### config.mk
export PLATFORM = sky130hd
export DESIGN_NAME = manchester_encoder_flat
export DESIGN_NICKNAME = d
export VERILOG_FILES = /design/src/rtl/manchester_encoder_if.sv /design/src/rtl/manchester_encoder.sv /design/src/flat_wrapper.sv
export SDC_FILE = /design/constraint.sdc
export NUM_CORES = 1
export LEC_CHECK = 0
export ABC_AREA = 1
export CORE_UTILIZATION = 30
export DETAILED_ROUTE_END_ITERATION = 8
export PLACE_DENSITY = 0.45
export REMOVE_ABC_BUFFERS = 1
export SLEW_MARGIN = 20
export SYNTH_ARGS = -nofsm -noshare
export SYNTH_HDL_FRONTEND = slang
export SYNTH_SLANG_ARGS = --single-unit
### constraint.sdc
create_clock -name clk -period 2.1 [get_ports clk]
set_clock_uncertainty 0.1 [all_clocks]
set_input_delay 0.63 -clock clk [delete_from_list [all_inputs] [get_ports clk]]
set_output_delay 0.63 -clock clk [all_outputs]
set_load 0.02 [all_outputs]
### src/rtl/manchester_encoder_if.sv
// Bit handshake between the frame encoder (master) and the Manchester encoder (slave).
interface manchester_encoder_if;
    logic in_valid;
    logic in_data;
    logic in_last;
    logic in_ready;

    modport master (
        output in_valid,
        output in_data,
        output in_last,
        input  in_ready
    );

    modport slave (
        input  in_valid,
        input  in_data,
        input  in_last,
        output in_ready
    );
endinterface

### src/rtl/manchester_encoder.sv
// PICC->PCD Manchester bit encoder: frames a bit stream as SOF + data + EOF and
// drives the subcarrier enable (high = loaded half-bit). All outputs are registered
// and are computed from the next state/count so that they line up with state/cnt.
module manchester_encoder #(
    parameter int unsigned BIT_PERIOD = 128
) (
    input  logic                 clk,
    input  logic                 rst_n,
    manchester_encoder_if.slave  bus,
    output logic                 en_subcarrier,
    output logic                 busy,
    output logic                 done,
    output logic                 underrun
);

    localparam int unsigned CntW = $clog2(BIT_PERIOD);
    localparam logic [CntW-1:0] LastCnt = CntW'(BIT_PERIOD - 1);
    localparam logic [CntW-1:0] HalfCnt = CntW'(BIT_PERIOD / 2);

    typedef enum logic [1:0] {
        StIdle,
        StSof,
        StData,
        StEof
    } state_e;

    state_e          state_q, state_d;
    logic [CntW-1:0] cnt_q, cnt_d;
    logic            data_q, data_d;
    logic            last_q, last_d;
    // Frame ended through an underrun: suppresses done at the end of its EOF.
    logic            abort_q, abort_d;
    logic            en_q, en_d;
    logic            ready_q, ready_d;
    logic            busy_q, busy_d;
    logic            done_q, done_d;
    logic            underrun_q, underrun_d;

    logic accept;
    logic end_bit;
    logic first_half;

    assign accept  = bus.in_valid && ready_q;
    assign end_bit = (cnt_q == LastCnt);

    // Next-state, bit counter and registered-output values.
    always_comb begin
        state_d    = state_q;
        cnt_d      = cnt_q;
        data_d     = data_q;
        last_d     = last_q;
        abort_d    = abort_q;
        done_d     = 1'b0;
        underrun_d = 1'b0;

        unique case (state_q)
            StIdle: begin
                cnt_d = '0;
                if (bus.in_valid) begin
                    state_d = StSof;
                    abort_d = 1'b0;
                end
            end
            StSof: begin
                if (end_bit) begin
                    cnt_d = '0;
                    if (accept) begin
                        state_d = StData;
                        data_d  = bus.in_data;
                        last_d  = bus.in_last;
                    end else begin
                        state_d    = StEof;
                        underrun_d = 1'b1;
                        abort_d    = 1'b1;
                    end
                end else begin
                    cnt_d = cnt_q + CntW'(1);
                end
            end
            StData: begin
                if (end_bit) begin
                    cnt_d = '0;
                    if (last_q) begin
                        state_d = StEof;
                    end else if (accept) begin
                        data_d = bus.in_data;
                        last_d = bus.in_last;
                    end else begin
                        state_d    = StEof;
                        underrun_d = 1'b1;
                        abort_d    = 1'b1;
                    end
                end else begin
                    cnt_d = cnt_q + CntW'(1);
                end
            end
            StEof: begin
                if (end_bit) begin
                    cnt_d   = '0;
                    state_d = StIdle;
                    done_d  = !abort_q;
                end else begin
                    cnt_d = cnt_q + CntW'(1);
                end
            end
            default: begin
                state_d = StIdle;
                cnt_d   = '0;
            end
        endcase

        first_half = (cnt_d < HalfCnt);

        unique case (state_d)
            StSof:   en_d = first_half;
            StData:  en_d = first_half ? data_d : ~data_d;
            default: en_d = 1'b0;
        endcase

        busy_d  = (state_d != StIdle);
        // Offered once per bit period, never on a latched final bit.
        ready_d = (cnt_d == LastCnt) &&
                  ((state_d == StSof) || ((state_d == StData) && !last_d));
    end

    // State and registered outputs; async reset clears everything.
    always_ff @(posedge clk or negedge rst_n) begin
        if (!rst_n) begin
            state_q    <= StIdle;
            cnt_q      <= '0;
            data_q     <= 1'b0;
            last_q     <= 1'b0;
            abort_q    <= 1'b0;
            en_q       <= 1'b0;
            ready_q    <= 1'b0;
            busy_q     <= 1'b0;
            done_q     <= 1'b0;
            underrun_q <= 1'b0;
        end else begin
            state_q    <= state_d;
            cnt_q      <= cnt_d;
            data_q     <= data_d;
            last_q     <= last_d;
            abort_q    <= abort_d;
            en_q       <= en_d;
            ready_q    <= ready_d;
            busy_q     <= busy_d;
            done_q     <= done_d;
            underrun_q <= underrun_d;
        end
    end

    assign bus.in_ready  = ready_q;
    assign en_subcarrier = en_q;
    assign busy          = busy_q;
    assign done          = done_q;
    assign underrun      = underrun_q;

endmodule
### src/flat_wrapper.sv
// flat-port wrapper written by rule: the top's interface ports become plain ports
module manchester_encoder_flat 
#(
    parameter int unsigned BIT_PERIOD = 128
)
  (clk, rst_n, en_subcarrier, busy, done, underrun, bus_in_valid, bus_in_data, bus_in_last, bus_in_ready);
  manchester_encoder_if bus_i ();
  input  logic clk;
  input  logic rst_n;
  output logic en_subcarrier;
  output logic busy;
  output logic done;
  output logic underrun;
  input wire logic [$bits(bus_i.in_valid)-1:0] bus_in_valid;
  input wire logic [$bits(bus_i.in_data)-1:0] bus_in_data;
  input wire logic [$bits(bus_i.in_last)-1:0] bus_in_last;
  output wire logic [$bits(bus_i.in_ready)-1:0] bus_in_ready;
  assign bus_i.in_valid = bus_in_valid;
  assign bus_i.in_data = bus_in_data;
  assign bus_i.in_last = bus_in_last;
  assign bus_in_ready = bus_i.in_ready;
  manchester_encoder #(.BIT_PERIOD(BIT_PERIOD)) u_core (.clk(clk), .rst_n(rst_n), .bus(bus_i), .en_subcarrier(en_subcarrier), .busy(busy), .done(done), .underrun(underrun));
endmodule
; After elaboration in Yosys (flattened, before gate mapping)
; Cells that the tools add are included.
[op_classes]
bitwise_logic = 1
muxes = 36
eq_ne = 11
add_sub_neg = 1
reduce_logical = 11
order_cmp = 1
[ops]
columns = cell, n
row1 = 1-bit 2-to-1 mux, 22
row2 = 7-bit == test (second input constant), 2
row3 = 7-bit case mux with 2 select lines, 1
row4 = 2-bit 2-to-1 mux, 6
row5 = 1-bit case mux with 2 select lines, 4
row6 = 2-bit case mux with 4 select lines, 1
row7 = 7-bit by 1-bit adder with 7-bit output (second input constant), 1
row8 = 7-bit less-than comparator (second input constant), 1
row9 = 7-bit 2-to-1 mux, 1
row10 = 2-bit == test (second input constant), 3
row11 = 5-bit AND reduction, 1
row12 = 2-bit by 1-bit == test with 1-bit output (second input constant), 2
row13 = 2-bit by 1-bit != test with 1-bit output (second input constant), 2
row14 = 2-bit != test (second input constant), 2
row15 = 1-bit logical AND, 3
row16 = 1-bit case mux with 3 select lines, 1
row17 = 3-bit nonzero test, 1
row18 = 3-bit OR reduction, 1
row19 = 1-bit logical NOT, 2
row20 = 2-bit logical NOT, 1
row21 = 2-bit nonzero test, 1
row22 = 1-bit logical OR, 1
row23 = 1-bit NOT, 1
[totals]
in_bits = 5
reg_bits = 17
out_inout_bits = 5

; Longest topological paths before layout
; Gate-level depths: netlist of run 1.
[logic_depth]
ltp_word = 9
ltp_mapped = 14

; Least setup slack after synthesis of run 1
; Ideal clock, no wire load.
[synth_path]
path_kind = register to register
from = register u_core.cnt_q[0]
to = register u_core.en_q (netlist: u_core.en_subcarrier)
synth_period_minus_slack_ps = 1993
path_slack_ps = 107
t_arrival_ps = 1775
required_ps = 1882
stages_incl_launch_ff = 13
setup_time_ps = 118
path_buffers = 0
cell_sequence = dfrtp_1 > ha_1 > nand3_4 > nor2_8 > o21ai_1 > o211ai_1 > a32oi_1 > inv_2 > ha_1 > nand2_1 > nand2_1 > nand2_1 > nor2_1
[synth_between]
word_cells_on_any_way = 17
cone_classes = add/sub (1) / order compare (1) / eq/ne (3) / mux (11) / bitwise (1)
[synth_lines]
columns = element, line_no
row1 = start: declaration, manchester_encoder.sv:28  ; logic [CntW-1:0] cnt_q, cnt_d;
row2 = start signal: assignment, manchester_encoder.sv:141  ; cnt_q <= cnt_d;
row3 = 7-bit == test *, manchester_encoder.sv:44  ; assign end_bit = (cnt_q == LastCnt);
row4 = 2-bit 2-to-1 mux (on tied branches), "manchester_encoder.sv:98, manchester_encoder.sv:81, manchester_encoder.sv:65"
row5 = 2-bit case mux with 4 select lines *, manchester_encoder.sv:56  ; unique case (state_q)
row6 = named net u_core.state_d[0], manchester_encoder.sv:27  ; state_e state_q, state_d;
row7 = 2-bit == test / 2-bit by 1-bit == test with 1-bit output (equally long branches), manchester_encoder.sv:114  ; unique case (state_d)
row8 = 1-bit case mux with 2 select lines *, manchester_encoder.sv:114
row9 = named net u_core.en_d, manchester_encoder.sv:33  ; logic en_q, en_d;
row10 = end signal: assignment, manchester_encoder.sv:145  ; en_q <= en_d;
row11 = end: declaration, manchester_encoder.sv:33
; Mark *: on every way through the listed nets, which the timed path passes. The rest lies on a longest branch.
; A chain may end at the register's enable or synchronous reset.

; Worst setup path in the final report of run 1
[layout_path]
from = register u_core.busy_q (netlist: u_core.busy)
to = output port busy
[layout_lines]
columns = element, line_no
row1 = start: declaration, manchester_encoder.sv:35  ; logic busy_q, busy_d;
row2 = start signal: assignment, manchester_encoder.sv:147  ; busy_q <= busy_d;
row3 = end: declaration, flat_wrapper.sv:11  ; output logic busy;
; No word-level cell between the ends.

==> results.yml, run 1 <==
finish:
  nFillCells: 328
  finish.utilization_pct: 43.0
  area_growth_pct: 34.8
  postLayoutCellArea_um2: 1320
  final_cell_mix: "inv_1 (17), nand2_1 (17), dfrtp_1 (17)"
  stdcell_count: 187
  layout-drive-gt1-share_pct: 29.4
  antennaDiodeCount: 0
  layout.nets: 157
power:
  powerDensity_nw_per_um2: 398
  leakage_nw: 0.637
  peakVddDrop_v: 0.000185
setup_path:
  r2r_setup_slack_ns: 0.13
  crit_type: "flop to output port"
  crit_path_max_fanout: 1
  path_delay_family: "buffers and inverters"
  rr_endpoint: "u_core.en_subcarrier$_DFF_PN0_"
  crit_required_ns: 1.37
  end_kind: "output port"
  cp-start-kind: "flop"
  reg2regPathDepth: 12
  crit_buf_inv: 1
  reg2reg_from: "u_core.state_q[0]$_DFF_PN0_"
  crit_chain: "clkdlybuf4s50_1"
  critPathSlowestCell: "clkdlybuf4s50_1"
  crit_path_max_incr_delay_ns: 0.60
  cp.arrival_ns: 1.25
floorplan:
  core-area_um2: 3080
  die_w_um: 59.2
  io_pins: 10
  die_y_um: 59.2
  die_area_um2: 3500
  start_util_pct: 31.9
  rows: 20
clocking:
  cts.clk_slew.worst_paths_ns: 0.11
  numCtsBuffers: 3
  clock_sinks: 17
  cts.htree.levels: 1
  cts_tree: "yes"
  clockBufferDepth: 2
  cts-root-buf: "clkbuf_4"
  holdBufCountCts: 0
  clkLatencyLatePin_ns: 0.30
global_routing:
  grt_pass1_vias: 799
  antenna_found_initial: 0
  grtUsageTotal_pct: 14.5
  grt_pass1_wl_um: 3660
  grt_max_degree: 18
  grt_overflow: 0
status:
  status: "complete, no violations"
routing:
  drt_iter0_markers: 25
  ant_nets: 0
  dr.pass1.iters: 4
  routed_wirelength_um: 2140
  wl_per_cell_um: 11.5
  vias: 825
  vias_per_cell: 4.41
  drc_errors: 0
run:
  drv_cap: 0
worst_hold_path:
  hold_depth: 1
  whs_endpoint: "u_core.done$_DFF_PN0_"
  hold_path.class: "flop to flop"
  min_from: "u_core.abort_q$_DFFE_PN0P_"
timing:
  fmax_mhz: 505
  report.final.hold_viol_count: 0
  setup_viol: 0
  holdWs_ns: 0.353
  relSlewSlack_pct: 81.4
  worst_pin_slew_ns: 0.276
  post-route-period-util_pct: 94.4
  layout_setup_ws_ns: 0.118
  post-route-min-period_ns: 1.98
  drv_slew: 0
yosys:
  postSynthCellCount: 115
  synth-seq-cells: 17
  ys_seq_area_share_pct: 43.4
  synth_area_leaders: "dfrtp_1 (43%), ha_1 (10%), inv_1 (7.3%), nand2_1 (6.5%), nor2_1 (4.6%)"
  yosys.area.top_type: "dfrtp_1"
  netlist-cell-type-count: 26
  netlist.area_leader.share_pct: 43.4
  syn_avg_cell_area_um2: 8.53
  yosysWarningCount: 0
  syn_area_um2: 981
place:
  dpl_cell_area_um2: 1220
  hpwlAfterDp_um: 1630
  io_buffers: 9
  routabilityCongestion: 0.728
  place_ws_ns: -0.306
  numPlacedInstances: 180
-- metal layers --
layer	GRT usage, %	part of all wire [%]
met1	17.7	44
met2	24.7	51
met3	2.40	3.6
met4	7.14	2.1
met5	0	0
-- area by class of cell --
class	count	area, µm²	share of cell area (%)
Sequential cell	17	425	32.2
Tap cell	44	55.1	4.16
Timing Repair Buffer	25	214	16.2
Clock inverter	1	5.00	0.378
Inverter	24	90.1	6.81
Clock buffer	3	22.5	1.70
Multi-Input combinational cell	73	510	38.6
-- worst max path at each step --
stage,startpoint,to,slack [ns],cells past startpoint
3_5_place_dp,bus_in_valid,u_core.en_subcarrier$_DFF_PN0_,-0.31,12
4_1_cts,u_core.cnt_q[0]$_DFF_PN0_,u_core.en_subcarrier$_DFF_PN0_,0.04,12
5_1_grt,u_core.state_q[0]$_DFF_PN0_,u_core.en_subcarrier$_DFF_PN0_,-0.008,13
2_1_floorplan,u_core.cnt_q[0]$_DFF_PN0_,u_core.en_subcarrier$_DFF_PN0_,0.11,12
3_3_place_gp,bus_in_valid,u_core.en_subcarrier$_DFF_PN0_,-0.24,12
6_report,u_core.busy$_DFF_PN0_,busy,0.12,1
-- stage by stage --
| step | setup TNS [ns] | power (W) |
|---|---|---|
| after global routing | -0.00754 | 0.000558 |
| final | 0 | 0.000526 |
| after CTS | 0 | 0.000537 |
| after detailed placement | -0.597 | 0.000353 |
| after floorplan | 0 | 0.000335 |
| after global placement | -0.455 | 0.000353 |
-- cell usage after synthesis --
| master | n |
|---|---|
| nor4_1 | 1 |
| dfrtp_1 | 17 |
| a32oi_1 | 2 |
| or2_2 | 1 |
| o211ai_1 | 1 |
| nor2_2 | 1 |
| xor2_1 | 3 |
| o221ai_1 | 1 |
| nand4_1 | 1 |
| clkbuf_1 | 1 |
| nand2_1 | 17 |
| nor2_8 | 1 |
| inv_2 | 3 |
| nand3_1 | 8 |
| xnor2_1 | 1 |
| nor2_1 | 12 |
| nor3_1 | 2 |
| nand3_2 | 2 |
| clkinv_1 | 2 |
| o21ai_0 | 2 |
| inv_1 | 19 |
| nand3_4 | 1 |
| ha_1 | 8 |
| o21ai_1 | 1 |
| nand2_2 | 1 |
| a21oi_1 | 6 |
-- sequential cells by signal, summed over array words and instances (netlist names) --
signal                cells
u_core.underrun           1
u_core.cnt_q              7
u_core.last_q             1
u_core.abort_q            1
u_core.data_q             1
u_core.busy               1
u_core.state_q            2
u_core.en_subcarrier      1
u_core.bus.in_ready       1
u_core.done               1
-- power by group --
part	total [W]	leakage (nW)	internal [W]	switching [W]
Combinational	0.0000187	0.418	0.00000937	0.00000933
Sequential	0.000327	0.202	0.000327	0
Clock	0.000180	0.0177	0.0000709	0.000109
-- timing repair --
action,4_1_cts,5_1_grt
pin swaps,1,2
hold endpoints to repair,0,0
resized for setup,2,12
endpoints found under the setup margin,2,2
buffers inserted,1,2
-- cells by family (layout without fill, tap and decap cells) --
logic type	count (synthesis)	in the layout	share of synthesized area [%]
flip-flops	17	17	43.4
AND/OR/NAND/NOR	48	48	25.3
adder cells (fa/ha/maj)	8	8	10.2
buffers and inverters	25	53	9.57
XOR/XNOR	4	4	3.57
AO/OA/AOI/OAI	13	13	8.04
Note: power is estimated with default switching activity, not from simulation.
==> run 2, diff against run 1 <==
--- a/config.mk
+++ b/config.mk
@@ -6,9 +6,11 @@
 export NUM_CORES = 1
 export LEC_CHECK = 0
 export ABC_AREA = 1
+export CELL_PAD_IN_SITES_DETAIL_PLACEMENT = 2
+export CELL_PAD_IN_SITES_GLOBAL_PLACEMENT = 2
 export CORE_UTILIZATION = 30
 export DETAILED_ROUTE_END_ITERATION = 8
-export PLACE_DENSITY = 0.45
+export PLACE_DENSITY = 0.69
 export REMOVE_ABC_BUFFERS = 1
 export SLEW_MARGIN = 20
 export SYNTH_ARGS = -nofsm -noshare
==> constraint.sdc (replaced) <==
create_clock -name clk -period 2.1 [get_ports clk]
set_clock_uncertainty 0.1 [all_clocks]
set_input_delay 0.315 -clock clk [delete_from_list [all_inputs] [get_ports clk]]
set_output_delay 0.315 -clock clk [all_outputs]
set_load 0.02 [all_outputs]
==> run 2 against run 1 <==
  * First-iteration DRC count decreased by 68%
  * Core utilization increased by 1.1 points
  * Clock power about the same
  * Critical path depth increased by 10
  * Sequential power about the same
  * Combinational power decreased by 5%
  * Register-to-register slack got worse by 0.02 ns
  * Flip-flop and latch count unchanged
  * Total power decreased by 0.72%
==> results.yml, run 2 (synthesis gave the netlist of run 1 again) <==
finish:
  antennaDiodeCount: 0
  final_cell_mix: "buf_4 (19), dfrtp_1 (17), inv_1 (15), nand2_1 (15), nor2_1 (12)"
  largest_register_ffs: 7
  layout.nets: 160
  area_growth_pct: 38.3
  top_regs: "u_core.cnt_q (7), u_core.state_q (2)"
  stdcell_count: 190
  layout-drive-gt1-share_pct: 33.6
  layout_commonest_cell: "buf_4"
  largest-register: "u_core.cnt_q"
floorplan:
  start_util_pct: 31.9
  die_y_um: 59.2
  rows: 20
  die_w_um: 59.2
  io_pins: 10
  core-area_um2: 3080
  die_area_um2: 3500
clocking:
  clockBufferDepth: 2
  cts.htree.levels: 1
  cts-root-buf: "clkbuf_4"
  numCtsBuffers: 3
  cts_tree: "yes"
  clock_sinks: 17
  clkLatencyLatePin_ns: 0.29
  cts.clk_slew.worst_paths_ns: 0.10
  holdBufCountCts: 0
setup_path:
  end_kind: "flop"
  cp.arrival_ns: 2.08
  crit_type: "flop to flop"
  crit_required_ns: 2.19
  cp-start-kind: "flop"
  crit_path_max_fanout: 3
routing:
  wl_per_cell_um: 13.9
  dr.pass1.iters: 3
  ant_nets: 0
  routed_wirelength_um: 2640
  vias_per_cell: 4.48
  drc_errors: 0
  vias: 852
  drt_iter0_markers: 8
global_routing:
  grt_max_degree: 18
  grt_pass1_wl_um: 4460
  antenna_found_initial: 0
  grt_pass1_vias: 941
  grt_overflow: 0
  grtUsageTotal_pct: 17.4
timing:
  worst_pin_slew_ns: 0.244
  post-route-min-period_ns: 1.99
  post-route-period-util_pct: 94.5
  drv_slew: 0
  relSlewSlack_pct: 83.7
  holdWs_ns: 0.253
  setup_viol: 0
  report.final.hold_viol_count: 0
  fmax_mhz: 504
place:
  numPlacedInstances: 182
  io_buffers: 9
  hpwlAfterDp_um: 2130
  routabilityCongestion: 0.758
power:
  leakage_nw: 0.656
  peakVddDrop_v: 0.000218
  powerDensity_nw_per_um2: 385
run:
  drv_cap: 0
worst_hold_path:
  hold_path.class: "input port to asynchronous set/reset pin"
status:
  status: "complete, no violations"
==> run 2: cell count changes in the layout (fill, tap and decap cells not counted), sizes merged <==
cell	previous run	this run
buf	16	19
clkinv	3	1
clkbuf	3	4
inv	22	23
==> run 2: worst paths after layout <==
kind                            depth (start not counted)  slack, ns                             end                        start
worst max register to register                         11       0.11  u_core.en_subcarrier$_DFF_PN0_  u_core.state_q[0]$_DFF_PN0_
worst min-delay path                                    2       0.25  u_core.en_subcarrier$_DFF_PN0_                        rst_n
min in group clk                                        1       0.37           u_core.done$_DFF_PN0_   u_core.abort_q$_DFFE_PN0P_
worst min register to register                          1       0.37           u_core.done$_DFF_PN0_   u_core.abort_q$_DFFE_PN0P_
max in group asynchronous                               2       1.45       u_core.cnt_q[5]$_DFF_PN0_                        rst_n
worst max-delay path                                   11       0.11  u_core.en_subcarrier$_DFF_PN0_  u_core.state_q[0]$_DFF_PN0_
==> run 2: layout make-up <==
cell class | instances | area, µm²
fillers | 356 | 1720
well taps | 44 | 55.1
clock buffers | 4 | 26.3
flip-flops and latches | 17 | 425
inverters | 24 | 90.1
repair buffers | 28 | 233
multi-input cells | 73 | 527
==> run 2: repair_timing <==
item,in CTS,in global routing
endpoints found under the setup margin,2,2
endpoints found under the hold margin,0,0
pin swaps,1,6
buffers inserted,1,3
resized for setup,1,18
==> run 2: per-layer routing <==
metal / wire length, µm / up-vias / track usage (%)
met1: 1140 / 420 / 22.2
li1: - / 423 / -
met2: 1420 / 5 / 30.2
met3: 39 / 4 / 1.97
met4: 32 / 0 / 6.12
met5: 0 / - / 0
==> run 2: per-stage QoR <==
stage	utilization (%)	area [µm²]	TNS, ns	power [W]	worst slack (ns)
finish	44.1	1360	0	0.000522	0.115
global placement	40.1	1230	0	0.000351	0.00359
global route	44.1	1360	-0.0197	0.000547	-0.0171
detailed placement	40.1	1230	-0.165	0.000352	-0.108
floorplan	-	977	0	0.000335	0.107
CTS	41.5	1280	0	0.000530	0.0138
==> run 2: where the power goes <==
part,internal (W),switching [W],leakage [nW]
Clock,0.0000737,0.000104,0.0150
Sequential,0.000327,0,0.202
Combinational,0.00000827,0.00000954,0.439
Total,0.000409,0.000113,0.656
==> run 2: worst max-delay path: stages (launching register included) <==
cell and delay (ns):
dfrtp_1 0.42, inv_2 0.08, ha_2 0.18, buf_4 0.12, nand2_2 0.07, nand3_2 0.10
o211ai_1 0.11, a32oi_2 0.22, inv_2 0.08, ha_1 0.29, nand2_1 0.06, nor2_1 0.04
